File: src/rtl/msp430_dbg_i2c_master.sv
// Single-byte I2C master for the debug port.
// Each accepted command runs one frame: START, address+R/W, address ACK,
// one data byte (write or read), ACK slot, STOP, then a one-cycle response.
// Ports:
//   mclk, puc_rst            clock and synchronous active-high reset
//   cmd_valid/cmd_ready      command handshake (ready only while idle)
//   cmd_rd/cmd_addr/cmd_data command fields, captured on accept
//   rsp_valid/rsp_data/rsp_nack  completion pulse, read byte, NACK flag
//   scl_out/sda_out          line drives (1 = released)
//   sda_in                   synchronised SDA line
module msp430_dbg_i2c_master #(
    parameter int unsigned DIV = 4
) (
    input  logic       mclk,
    input  logic       puc_rst,
    input  logic       cmd_valid,
    output logic       cmd_ready,
    input  logic       cmd_rd,
    input  logic [6:0] cmd_addr,
    input  logic [7:0] cmd_data,
    output logic       rsp_valid,
    output logic [7:0] rsp_data,
    output logic       rsp_nack,
    output logic       scl_out,
    output logic       sda_out,
    input  logic       sda_in
);

    localparam int unsigned QW    = $clog2(DIV + 1);
    localparam logic [QW-1:0] QLAST = QW'(DIV - 1);

    typedef enum logic [2:0] {
        IDLE, START, ADDR, AACK, DATA, DACK, STOP, DONE
    } state_t;

    state_t        state, state_n;
    logic [QW-1:0] qcnt, qcnt_n;
    logic [1:0]    phase, phase_n;
    logic [2:0]    bit_cnt, bit_cnt_n;
    logic          rd_q, rd_n;
    logic [7:0]    abyte_q, abyte_n;
    logic [7:0]    dbyte_q, dbyte_n;
    logic [7:0]    rx_q, rx_n;
    logic          nack_q, nack_n;
    logic          scl_n, sda_n;
    logic [7:0]    rsp_data_n;
    logic          rsp_nack_n;
    logic          q_end, slot_end, sample;

    // Quarter-phase timing strobes
    assign q_end    = (qcnt == QLAST);
    assign slot_end = q_end && (phase == 2'd3);
    assign sample   = q_end && (phase == 2'd2);

    // Next-state, datapath and next-output logic
    always_comb begin
        state_n    = state;
        qcnt_n     = q_end ? '0 : qcnt + 1'b1;
        phase_n    = q_end ? phase + 2'd1 : phase;
        bit_cnt_n  = bit_cnt;
        rd_n       = rd_q;
        abyte_n    = abyte_q;
        dbyte_n    = dbyte_q;
        rx_n       = rx_q;
        nack_n     = nack_q;
        rsp_data_n = rsp_data;
        rsp_nack_n = rsp_nack;
        scl_n      = 1'b1;
        sda_n      = 1'b1;

        case (state)
            IDLE: begin
                qcnt_n    = '0;
                phase_n   = '0;
                bit_cnt_n = '0;
                if (cmd_valid) begin
                    state_n = START;
                    rd_n    = cmd_rd;
                    abyte_n = {cmd_addr, cmd_rd};
                    dbyte_n = cmd_data;
                    rx_n    = '0;
                    nack_n  = 1'b0;
                end
            end
            // START occupies two quarters, then bit slots restart at Q0
            START: begin
                if (q_end && (phase == 2'd1)) begin
                    state_n = ADDR;
                    phase_n = '0;
                end
            end
            ADDR: begin
                if (slot_end) begin
                    bit_cnt_n = bit_cnt + 3'd1;
                    if (bit_cnt == 3'd7) state_n = AACK;
                end
            end
            // nack_q is already updated from the Q2 sample by the slot end
            AACK: begin
                if (sample) nack_n = sda_in;
                if (slot_end) state_n = nack_q ? STOP : DATA;
            end
            DATA: begin
                if (sample && rd_q) rx_n = {rx_q[6:0], sda_in};
                if (slot_end) begin
                    bit_cnt_n = bit_cnt + 3'd1;
                    if (bit_cnt == 3'd7) state_n = DACK;
                end
            end
            // On reads the master NACKs the only byte; that is not an error
            DACK: begin
                if (sample && !rd_q) nack_n = sda_in;
                if (slot_end) state_n = STOP;
            end
            STOP: begin
                if (slot_end) begin
                    state_n    = DONE;
                    rsp_data_n = rx_q;
                    rsp_nack_n = nack_q;
                end
            end
            DONE: begin
                state_n = IDLE;
                qcnt_n  = '0;
                phase_n = '0;
            end
            default: state_n = IDLE;
        endcase

        // Line levels follow the upcoming state so the registered outputs line up with it
        case (state_n)
            START: sda_n = 1'b0;
            ADDR: begin
                scl_n = phase_n[1];
                sda_n = abyte_n[3'd7 - bit_cnt_n];
            end
            AACK, DACK: scl_n = phase_n[1];
            DATA: begin
                scl_n = phase_n[1];
                sda_n = rd_n | dbyte_n[3'd7 - bit_cnt_n];
            end
            STOP: begin
                scl_n = phase_n[1];
                sda_n = (phase_n == 2'd3);
            end
            default: ;
        endcase
    end

    // State, datapath and output registers
    always_ff @(posedge mclk) begin
        if (puc_rst) begin
            state     <= IDLE;
            qcnt      <= '0;
            phase     <= '0;
            bit_cnt   <= '0;
            rd_q      <= 1'b0;
            abyte_q   <= '0;
            dbyte_q   <= '0;
            rx_q      <= '0;
            nack_q    <= 1'b0;
            scl_out   <= 1'b1;
            sda_out   <= 1'b1;
            cmd_ready <= 1'b1;
            rsp_valid <= 1'b0;
            rsp_data  <= '0;
            rsp_nack  <= 1'b0;
        end else begin
            state     <= state_n;
            qcnt      <= qcnt_n;
            phase     <= phase_n;
            bit_cnt   <= bit_cnt_n;
            rd_q      <= rd_n;
            abyte_q   <= abyte_n;
            dbyte_q   <= dbyte_n;
            rx_q      <= rx_n;
            nack_q    <= nack_n;
            scl_out   <= scl_n;
            sda_out   <= sda_n;
            cmd_ready <= (state_n == IDLE);
            rsp_valid <= (state_n == DONE);
            rsp_data  <= rsp_data_n;
            rsp_nack  <= rsp_nack_n;
        end
    end

endmodule
File: config.mk
export PLATFORM = sky130hd
export DESIGN_NAME = msp430_dbg_i2c_master
export DESIGN_NICKNAME = d
export VERILOG_FILES = /design/src/rtl/msp430_dbg_i2c_master.sv
export SDC_FILE = /design/constraint.sdc
export NUM_CORES = 1
export LEC_CHECK = 0
export BUFFER_PORTS_ARGS = -buffer_cell sky130_fd_sc_hd__clkbuf_2
export CORE_ASPECT_RATIO = 1.5
export CORE_MARGIN = 3
export CORE_UTILIZATION = 50
export CTS_CLUSTER_SIZE = 28
export DETAILED_ROUTE_END_ITERATION = 10
export GPL_TIMING_DRIVEN = 0
export MAX_ROUTING_LAYER = met4
export PLACE_DENSITY = 0.71
export SKIP_LAST_GASP = 1
export SLEW_MARGIN = 30
export SYNTH_ARGS = -nofsm -noshare
export SYNTH_HDL_FRONTEND = slang
export SYNTH_SLANG_ARGS = --single-unit
File: constraint.sdc
create_clock -name mclk -period 4.89 [get_ports mclk]
set_clock_uncertainty 0.05 [all_clocks]
set_input_delay 0 -clock mclk [delete_from_list [all_inputs] [get_ports mclk]]
set_output_delay 0 -clock mclk [all_outputs]
set_load 0.1 [all_outputs]
==> parameters.txt, run 1 <==
Parameter                              Value

Cells and area
  Commonest cells after routing, fill and taps aside    nand2_1 (53), dfxtp_1 (50), nor2_1 (35)
  Number of inserted filler cells in the final layout    413
  Layout net count    374
  Core occupancy in the finished layout    63.3%
  Antenna diode instance count    0
  Layout cell share with drive strength beyond 1    15.6%
  Commonest non-fill, non-tap cell in the layout    nand2_1
  Area added between synthesis and finish    21.2%

Setup path
  Top Family by Delay on Critical Path    compound AO/OA/AOI/OAI gates
  Critical path launch point type    flip-flop
  Cell-by-cell trace of the critical path    ha_1 > ha_1 > nand2_2 > a2111oi_0 > a2111o_1 > buf_2 > mux2_2 > a32o_1 > nor4_1 > o41ai_2
  Data required time of the critical path    5030 ps
  CP Capture Type    flip-flop
  Type of the worst setup path    reg2reg
  CP max stage delay    460 ps
  Crit path max-delay cell type    a2111oi_0
  Worst Path Buf+Inv    1
  Most Frequent Cell on Critical Path    ha_1
  Arrival time reported for the critical path endpoint    3160 ps
  Biggest fanout along the worst timing path    10

Synthesis
  Sequential element share of the synthesized area    42.2%
  Count of warnings emitted by yosys    0
  Post-synth top flop    dfxtp_1
  Gate Count Post-Synth    290
  Synth area leaders    dfxtp_1 (42%), nand2_1 (8.4%), a21oi_1 (7.0%)
  Largest area contributor in the netlist    dfxtp_1
  Number of register bits inferred by synthesis    50
  Mapped cell area    2370 um^2
  Synthesized net count    317
  Post-synth ARST share    0%
  Average footprint of a synthesized cell    8.18 um^2
  Number of distinct library cell variants in the gate-level netlist after synthesis    49
  Post-synth EDFFs    0
  Synth top area share    42.2%

Clock network
  CTS Root Buffer Type    clkbuf_8
  Reg clk slew, reported paths    90 ps
  Maximum count of clock buffers along a single path    2
  Source-to-sink clock delay at the later pin of the worst-skew pair    310 ps
  Sinks on the clock net    50
  Setup Buffers After CTS    0
  H-tree levels    2
  Num CTS Buffers    5
  CTS tree    done
  Count of cells resized by post-cts repair    0

Routing
  Detailed-route vias per instance    5.38
  Initial DRC Count    112
  Avg WL per Cell    13.5 um
  Number of remaining DRC errors    0
  Vias after detailed routing    2,210
  Residual antenna-violating net count after detailed routing    0
  Router iterations before antenna repair    4
  Post-Route WL    5.53 mm

Global route
  Maximum number of pins on one net before global-route repair    14
  Total global routing overflow    0
  Number of antenna violations at the first check in global routing    0
  Overall routing resource usage    21.7%
  Via count of the first global-routing pass    2,095
  Wire length of the first global-routing pass    9.67 mm

Placement
  Routability-driven placement congestion ratio    0.965
  Post-placement worst setup slack    1940 ps
  Port buffer count    32
  HPWL after detailed placement    3.84 mm

Floorplan
  Initial Utilization    52.2%
  Floorplan die area    5620 um^2
  Die Span X    62.2 um
  Count of pins on the block boundary    33
  FP Rows    30
  Die Ht    90.3 um
  Core Box Area    4540 um^2

Timing
  Endpoints failing setup    0
  Endpoints failing hold    0
  Setup repair after global routing missed its margin    false
  Aggregate negative setup slack    0 ps
  Rel. slew slack    51.9%
  Actual slew at the worst max-slew pin    722 ps
  Setup slack after layout    1880 ps
  Tmin final    3010 ps
  Period utilization    61.6%
  Number of pins with negative max-slew slack in the final report    0
  Achievable clock frequency    332 MHz

Power and ir drop
  Max VDD drop    0.140 mV
  Leakage power total    1.15 nW
  Power density cells    257 nW/um^2

Flow run
  Number of max-capacitance violations reported    0

Outcome
  Run status    completed

Worst hold path
  Min-delay worst type    in2reg
==> cell usage after synthesis, types with 2 or more instances <==
cell       instances
o211a_1            2
nor4_1             2
or3_1              2
a211o_1            2
nor3_1             5
nand3b_1           2
ha_1               7
clkbuf_1          12
a2111oi_0          2
inv_1              7
a221oi_1           2
a31oi_1            2
mux2i_1           13
a21oi_1           33
nand2_1           53
buf_2              4
o21ai_0            4
nand4_1            2
mux2_2             6
or3b_1             2
and3_1             2
buf_1              2
dfxtp_1           50
nand2b_1           4
nand3_1           10
nor2_1            35
==> state kept, by name (all words and copies together) (netlist names) <==
name and cells:
abyte_q 8, bit_cnt 3, cmd_ready 1, dbyte_q 8
nack_q 1, phase 2, qcnt 3, rd_q 1
rsp_data 8, rsp_nack 1, rsp_valid 1, rx_q 8
scl_out 1, sda_out 1, state 3
==> where the power goes <==
part	internal (W)	switching [W]	leakage (nW)
combinational	0.0000338	0.0000487	0.709
clock	0.0000989	0.000133	0.0383
sequential	0.000418	0.00000552	0.406
total	0.000550	0.000188	1.15
==> final cells by class <==
cell class              instances  area (um^2)  share of cell area [%]
repair buffers                 50          340                    11.8
clock buffers                   7         76.3                    2.66
inverters                       7         26.3                   0.914
plain buffers                  18         72.6                    2.53
multi-input cells             215         1280                    44.4
well taps                      64         80.1                    2.79
flip-flops and latches         50         1000                    34.8
==> through the flow <==
| stage | hold WS [ps] | power [W] | area [um^2] | std cells |
|---|---|---|---|---|
| floorplan | 86.0 | 0.000481 | 2370 | 290 |
| global placement | 174 | 0.000502 | 2610 | 386 |
| detailed placement | 178 | 0.000503 | 2610 | 386 |
| CTS | 121 | 0.000740 | 2870 | 411 |
| global route | 169 | 0.000769 | 2870 | 411 |
| finish | 122 | 0.000738 | 2870 | 411 |
==> layer usage <==
metal / vias to the layer above / part of all wire (%) / track usage (%)
li1: 1126 / - / -
met1: 1014 / 43 / 25.9
met2: 55 / 50 / 35.8
met3: 15 / 4.2 / 3.61
met4: 0 / 2.5 / 9.96
met5: - / 0 / -
==> path summary, 6_finish.rpt <==
| path | depth (start not counted) | slack, ps | from | endpoint |
|---|---|---|---|---|
| hold / removal | 4 | 120 | cmd_valid | cmd_ready$_SDFF_PP1_ |
| setup / recovery | 10 | 1880 | qcnt[0]$_SDFF_PP0_ | sda_out$_SDFF_PP1_ |
| setup reg to reg | 10 | 1880 | qcnt[0]$_SDFF_PP0_ | sda_out$_SDFF_PP1_ |
| hold reg to reg | 1 | 370 | qcnt[0]$_SDFF_PP0_ | qcnt[0]$_SDFF_PP0_ |
==> worst min-delay path, stage by stage <==
cell      delay [ps]
clkbuf_2         120
nor2_1           100
a21oi_1           90
o21bai_1         140
==> timing repair <==
| item | CTS | global route |
|---|---|---|
| hold buffers | 18 | 0 |
| hold endpoints to repair | 20 | 0 |
| endpoints found under the setup margin | 0 | 0 |
==> kinds of logic (layout without fill, tap and decap cells) <==
group | count (synthesis) | after routing | share of synthesized area, %
DFF | 50 | 50 | 42.2
buffers and inverters | 25 | 82 | 4.17
muxes | 19 | 19 | 8.34
and+or+nand+nor | 126 | 126 | 23.9
adders and majority gates | 7 | 7 | 3.69
AOI/OAI and AO/OA | 63 | 63 | 17.7
(Power assumes the default switching activity.)
==> run 2: changes to the inputs <==
PLACE_DENSITY = 0.74   (was 0.71)
clock period = 2.41 ns   (was 4.89 ns; I/O delays follow)
==> parameters.txt, run 2 (same netlist as run 1, synthesis figures left out) <==
Parameter                              Value

Floorplan
  Core Box Area    4540 um^2 (unchanged)
  Initial Utilization    52.2% (unchanged)
  Floorplan die area    5620 um^2 (unchanged)
  Die Ht    90.3 um (unchanged)
  Count of pins on the block boundary    33 (unchanged)
  Die Span X    62.2 um (unchanged)
  FP Rows    30 (unchanged)

Routing
  Met2 Routed Length    3.06 mm (was 2.78 mm)
  Detailed-route vias per instance    5.53 (was 5.38)
  Residual antenna-violating net count after detailed routing    0 (unchanged)
  Initial DRC Count    113 (was 112)
  Met3 layer wire length in the routed design    249 um (was 234 um)
  Wl on met1    2.46 mm (was 2.37 mm)
  Number of remaining DRC errors    0 (unchanged)
  Post-Route WL    6.07 mm (was 5.53 mm)
  Avg WL per Cell    14.3 um (was 13.5 um)
  Vias after detailed routing    2,339 (was 2,210)
  Router iterations before antenna repair    4 (unchanged)
  Highest routed layer    met4 (unchanged)

Power and ir drop
  Max VDD drop    0.430 mV (was 0.140 mV)
  Power density cells    525 nW/um^2 (was 257 nW/um^2)
  Leakage power total    1.25 nW (was 1.15 nW)

Worst hold path
  Min-delay worst type    in2reg (unchanged)

Setup path
  Arrival time reported for the critical path endpoint    2640 ps (was 3160 ps)
  CP Capture Type    flip-flop (unchanged)
  Data required time of the critical path    2550 ps (was 5030 ps)
  Critical path launch point type    flip-flop (unchanged)
  Type of the worst setup path    reg2reg (unchanged)
  Biggest fanout along the worst timing path    5 (was 10)

Timing
  Setup repair after global routing missed its margin    true (was false)
  Setup slack after layout    -82.8 ps (was 1880 ps)
  Number of pins with negative max-slew slack in the final report    0 (unchanged)
  Endpoints failing hold    0 (unchanged)
  Rel. slew slack    54.0% (was 51.9%)
  Aggregate negative setup slack    -82.8 ps (was 0 ps)
  Endpoints failing setup    1 (was 0)
  Actual slew at the worst max-slew pin    690 ps (was 722 ps)
  Achievable clock frequency    401 MHz (was 332 MHz)
  Tmin final    2490 ps (was 3010 ps)
  Period utilization    103% (was 61.6%)

Placement
  Port buffer count    32 (unchanged)
  Cell area after placement    2620 um^2 (was 2610 um^2)
  HPWL after detailed placement    3.89 mm (was 3.84 mm)
  Routability-driven placement congestion ratio    0.935 (was 0.965)

Cells and area
  Commonest non-fill, non-tap cell in the layout    nand2_1 (unchanged)
  Layout cell share with drive strength beyond 1    23.1% (was 15.6%)
  Layout net count    385 (was 374)
  Core occupancy in the finished layout    68.2% (was 63.3%)
  Finished Cell Area    3100 um^2 (was 2870 um^2)
  Commonest cells after routing, fill and taps aside    nand2_1 (53), dfxtp_1 (47), clkbuf_2 (35) (was nand2_1 (53), dfxtp_1 (50), nor2_1 (35))
  Area added between synthesis and finish    30.6% (was 21.2%)
  Antenna diode instance count    0 (unchanged)
  Number of inserted filler cells in the final layout    375 (was 413)

Clock network
  CTS tree    done (unchanged)
  Source-to-sink clock delay at the later pin of the worst-skew pair    310 ps (about the same)
  Maximum count of clock buffers along a single path    2 (unchanged)
  Reg clk slew, reported paths    100 ps (was 90 ps)
  CTS Root Buffer Type    clkbuf_8 (unchanged)
  Num CTS Buffers    5 (unchanged)
  Sinks on the clock net    50 (unchanged)
  H-tree levels    2 (unchanged)

Outcome
  Violations in the final reports    setup timing
  Run status    complete, but fails checks (was completed)

Global route
  Number of antenna violations at the first check in global routing    0 (unchanged)
  Total global routing overflow    0 (unchanged)
  Overall routing resource usage    21.9% (was 21.7%)
  Maximum number of pins on one net before global-route repair    16 (was 14)
  Wire length of the first global-routing pass    9.67 mm (about the same)
  Via count of the first global-routing pass    2,157 (was 2,095)

Flow run
  Number of max-capacitance violations reported    0 (unchanged)
==> run 2: changes by cell type in the layout (fill, tap and decap cells not counted), sizes merged <==
cell	previous run	this run
buf	6	17
clkbuf	51	49
clkinv	0	2
bufinv	0	1
==> run 2: per-layer routing <==
metal  up-vias  track usage (%)
li1       1150                -
met5         -                -
met2        76             37.5
met1      1090             23.8
met3        23             3.99
met4         0             12.2
==> run 2: power by group <==
group          total [W]  internal (W)  switching (W)  leakage [nW]
clock network   0.000590      0.000306       0.000285        0.0579
logic           0.000175     0.0000717       0.000103         0.788
registers       0.000859      0.000847      0.0000119         0.408
total            0.00162       0.00122       0.000399          1.25
==> run 2: final timing paths <==
| kind | from | to | slack [ps] | cells past startpoint |
|---|---|---|---|---|
| setup reg to reg | qcnt[0]$_SDFF_PP0_ | sda_out$_SDFF_PP1_ | -80 | 10 |
| hold reg to reg | abyte_q[7]$_SDFF_PP0_ | abyte_q[7]$_SDFF_PP0_ | 400 | 2 |
| hold / removal | cmd_valid | cmd_ready$_SDFF_PP1_ | 120 | 4 |
| setup / recovery | qcnt[0]$_SDFF_PP0_ | sda_out$_SDFF_PP1_ | -80 | 10 |
==> run 2: cell type report <==
class | instances | area [um^2] | share of cell area, %
buffer | 17 | 77.6 | 2.51
inverter | 7 | 26.3 | 0.848
clock buffer | 5 | 68.8 | 2.22
multi-input combinational | 215 | 1370 | 44.2
sequential | 50 | 1000 | 32.4
tap | 64 | 80.1 | 2.59
timing repair buffer | 62 | 432 | 13.9
clock inverter | 3 | 40.0 | 1.29
==> run 2: timing repair <==
item / 4_1_cts / 5_1_grt
endpoints found under the setup margin: 19 / 19
pin swaps: 5 / 8
cloned: 0 / 1
hold buffers: 18 / 0
endpoints found under the hold margin: 20 / 0
setup buffers: 2 / 9
gates resized for setup: 14 / 17
==> run 2: critical path, cell delays in order, from the launching register on <==
cell and delay (ps):
dfxtp_2 360, ha_4 140, ha_4 150, buf_6 120
a31oi_1 100, a2111o_1 420, buf_6 160, mux2_2 290
a32o_1 270, nor4_2 190, o41ai_2 120
==> run 2: metrics by stage <==
step / hold WS [ps] / setup slack, ps / power, W / cells
6_report: 124 / -82.8 / 0.00162 / 423
5_1_grt: 176 / -136 / 0.00169 / 423
4_1_cts: 119 / -74.4 / 0.00162 / 414
3_5_place_dp: 179 / -313 / 0.00102 / 386
3_3_place_gp: 174 / -234 / 0.00102 / 386
2_1_floorplan: 86.0 / 6.88 / 0.000976 / 290
==> run 3: changes to the inputs <==
--- a/config.mk
+++ b/config.mk
@@ -8,4 +8,3 @@
 export BUFFER_PORTS_ARGS = -buffer_cell sky130_fd_sc_hd__clkbuf_2
-export CORE_ASPECT_RATIO = 1.5
-export CORE_MARGIN = 3
+export CORE_ASPECT_RATIO = 0.6
 export CORE_UTILIZATION = 50
==> constraint.sdc (replaced) <==
create_clock -name mclk -period 2.41 [get_ports mclk]
set_clock_uncertainty 0.05 [all_clocks]
set_input_delay 0.241 -clock mclk [delete_from_list [all_inputs] [get_ports mclk]]
set_output_delay 0.241 -clock mclk [all_outputs]
set_load 0.1 [all_outputs]
==> parameters.txt, run 3 (same netlist as run 1, synthesis figures left out) <==
Parameter                              Value

Outcome
  Run status    complete, but fails checks (unchanged)
  Violations in the final reports    setup timing (unchanged)

Clock network
  Source-to-sink clock delay at the later pin of the worst-skew pair    300 ps (was 310 ps)
  Maximum count of clock buffers along a single path    2 (unchanged)
  H-tree levels    2 (unchanged)
  Sinks on the clock net    50 (unchanged)
  Reg clk slew, reported paths    90 ps (was 100 ps)
  Num CTS Buffers    5 (unchanged)
  CTS tree    done (unchanged)
  CTS Root Buffer Type    clkbuf_8 (unchanged)

Timing
  Setup repair after global routing missed its margin    true (unchanged)
  Achievable clock frequency    408 MHz (was 401 MHz)
  Number of pins with negative max-slew slack in the final report    0 (unchanged)
  Period utilization    102% (was 103%)
  Tmin final    2450 ps (was 2490 ps)
  Worst hold margin    92.6 ps (was 124 ps)
  Setup slack after layout    -40.0 ps (was -82.8 ps)
  Endpoints failing hold    0 (unchanged)
  Endpoints failing setup    1 (unchanged)
  Rel. slew slack    52.6% (was 54.0%)
  Actual slew at the worst max-slew pin    711 ps (was 690 ps)

Placement
  Cell area after placement    2620 um^2 (about the same)
  Instance count after placement with tap cells included    382 (was 386)
  Routability-driven placement congestion ratio    0.891 (was 0.935)
  HPWL after detailed placement    3.79 mm (was 3.89 mm)
  Port buffer count    32 (unchanged)

Setup path
  Depth of the worst register-to-register path    9 (was 10)
  Startpoint of the lowest-slack register-to-register path    phase[1]$_SDFF_PP0_ (was qcnt[0]$_SDFF_PP0_)
  Register-to-register setup slack    -40 ps (was -80 ps)
  Arrival time reported for the critical path endpoint    2620 ps (was 2640 ps)
  Data required time of the critical path    2580 ps (was 2550 ps)
  CP max stage delay    420 ps (about the same)
  Destination of the worst register-to-register timing path    sda_out$_SDFF_PP1_ (unchanged)
  Type of the worst setup path    reg2reg (unchanged)
  Levels on crit path    9 (was 10)
  Top Family by Delay on Critical Path    simple AND/OR/NAND/NOR gates (was compound AO/OA/AOI/OAI gates)
  Critical path startpoint    phase[1]$_SDFF_PP0_ (was qcnt[0]$_SDFF_PP0_)
  Worst Path Buf+Inv    1 (was 2)
  Biggest fanout along the worst timing path    9 (was 5)
  Critical path launch point type    flip-flop (unchanged)
  Cell-by-cell trace of the critical path    ha_4 > nand2_4 > or3b_1 > buf_6 > or3b_4 > a21oi_2 > a221oi_1 > o211a_1 > o41ai_2 (was ha_4 > ha_4 > buf_6 > a31oi_1 > a2111o_1 > buf_6 > mux2_2 > a32o_1 > nor4_2 > o41ai_2)
  Last element of the critical path    sda_out$_SDFF_PP1_ (unchanged)
  CP Capture Type    flip-flop (unchanged)
  Crit path max-delay cell type    dfxtp_1 (was a2111o_1)

Global route
  Overall routing resource usage    23.8% (was 21.9%)
  Total global routing overflow    0 (unchanged)
  GRT Max-Usage Layer    met1 (was met2)
  Via count of the first global-routing pass    1,914 (was 2,157)
  Fraction of met3 tracks used by global routing    5.92% (was 3.99%)
  Wire length of the first global-routing pass    9.14 mm (was 9.67 mm)
  Number of antenna violations at the first check in global routing    0 (unchanged)
  Maximum number of pins on one net before global-route repair    16 (unchanged)
  Met2 routing resource usage after global routing    32.5% (was 37.5%)
  Global-route track usage on met1    34.4% (was 23.8%)

Power and ir drop
  Max VDD drop    0.334 mV (was 0.430 mV)
  Leakage power total    1.16 nW (was 1.25 nW)
  Power density cells    555 nW/um^2 (was 525 nW/um^2)

Cells and area
  Commonest cells after routing, fill and taps aside    nand2_1 (53), dfxtp_1 (47), nor2_1 (34) (was nand2_1 (53), dfxtp_1 (47), clkbuf_2 (35))
  Non-Filler Instances    397 (was 423)
  Antenna diode instance count    0 (unchanged)
  Number of inserted filler cells in the final layout    397 (was 375)
  Commonest non-fill, non-tap cell in the layout    nand2_1 (unchanged)
  Layout net count    363 (was 385)
  Finished Cell Area    2900 um^2 (was 3100 um^2)
  Layout cell share with drive strength beyond 1    22.8% (was 23.1%)
  Area added between synthesis and finish    22.2% (was 30.6%)

Routing
  Residual antenna-violating net count after detailed routing    0 (unchanged)
  Post-Route WL    5.55 mm (was 6.07 mm)
  Avg WL per Cell    14.0 um (was 14.3 um)
  Detailed-route vias per instance    5.51 (was 5.53)
  Vias after detailed routing    2,186 (was 2,339)
  Router iterations before antenna repair    4 (unchanged)
  Initial DRC Count    151 (was 113)
  Number of remaining DRC errors    0 (unchanged)

Floorplan
  Die Span X    90.9 um (was 62.2 um)
  Floorplan die area    5030 um^2 (was 5620 um^2)
  Initial Utilization    54.8% (was 52.2%)
  Die Ht    55.3 um (was 90.3 um)
  Count of pins on the block boundary    33 (unchanged)
  Core Box Area    4320 um^2 (was 4540 um^2)
  FP Rows    18 (was 30)

Worst hold path
  Min-delay worst type    in2reg (unchanged)

Flow run
  Number of max-capacitance violations reported    0 (unchanged)
## run 3: cell types whose count changed in the layout (fill, tap and decap cells not counted), moves of 2 or more
cell           delta
clkbuf_2          -2
clkbuf_1          +3
buf_4             -4
dlygate4sd3_1    -18
clkinv_2          -2
## run 3: power breakdown
group / switching (W) / internal (W) / total (W) / leakage [nW]
logic: 0.0000982 / 0.0000525 / 0.000151 / 0.700
registers: 0.0000118 / 0.000848 / 0.000859 / 0.408
clock network: 0.000287 / 0.000310 / 0.000597 / 0.0514
## run 3: worst min-delay path, delay by kind of cell
family                 cells  cell delay [ps]
AND/OR/NAND/NOR            1               40
buffers and inverters      1               80
AO/OA/AOI/OAI              1               50
## run 3: worst min-delay path by stage
| stage | start | to | slack, ps | cells past startpoint |
|---|---|---|---|---|
| after floorplan | cmd_addr[0] | abyte_q[1]$_SDFF_PP0_ | 330 | 2 |
| after global placement | qcnt[0]$_SDFF_PP0_ | qcnt[0]$_SDFF_PP0_ | 370 | 1 |
| after detailed placement | qcnt[0]$_SDFF_PP0_ | qcnt[0]$_SDFF_PP0_ | 370 | 1 |
| after CTS | cmd_addr[1] | abyte_q[2]$_SDFF_PP0_ | 90 | 3 |
| after global routing | cmd_data[2] | dbyte_q[2]$_SDFF_PP0_ | 100 | 3 |
| final | cmd_addr[2] | abyte_q[3]$_SDFF_PP0_ | 90 | 3 |
## run 3: per-stage QoR
| step | utilization (%) | TNS, ps | worst slack, ps | total power [W] |
|---|---|---|---|---|
| finish | 67.0 | -40.0 | -40.0 | 0.00161 |
| global route | 67.0 | -278 | -128 | 0.00168 |
| CTS | 65.0 | -41.5 | -41.5 | 0.00161 |
| detailed placement | 60.5 | -2840 | -259 | 0.00102 |
| global placement | 60.5 | -2480 | -246 | 0.00102 |
| floorplan | - | 0 | 6.88 | 0.000976 |
## run 3: area by class of cell
class | instances | area [um^2] | area share (%)
well taps | 60 | 75.1 | 2.59
plain buffers | 18 | 86.3 | 2.98
inverters | 7 | 26.3 | 0.907
clock inverters | 2 | 37.5 | 1.30
flip-flops and latches | 50 | 1000 | 34.7
clock buffers | 6 | 72.6 | 2.51
multi-input cells | 215 | 1380 | 47.6
repair buffers | 39 | 216 | 7.47
## run 3: layer usage
metal	wire, um	vias to the layer above
li1	-	1103
met1	2840	997
met2	2270	77
met3	380	9
met4	70	0
met5	0	-
## run 3: timing repair
action,4_1_cts,5_1_grt
setup endpoints to repair,19,19
buffers inserted,2,5
hold buffers,0,0
pin swaps,3,9
gates resized for setup,15,12
hold endpoints to repair,0,0
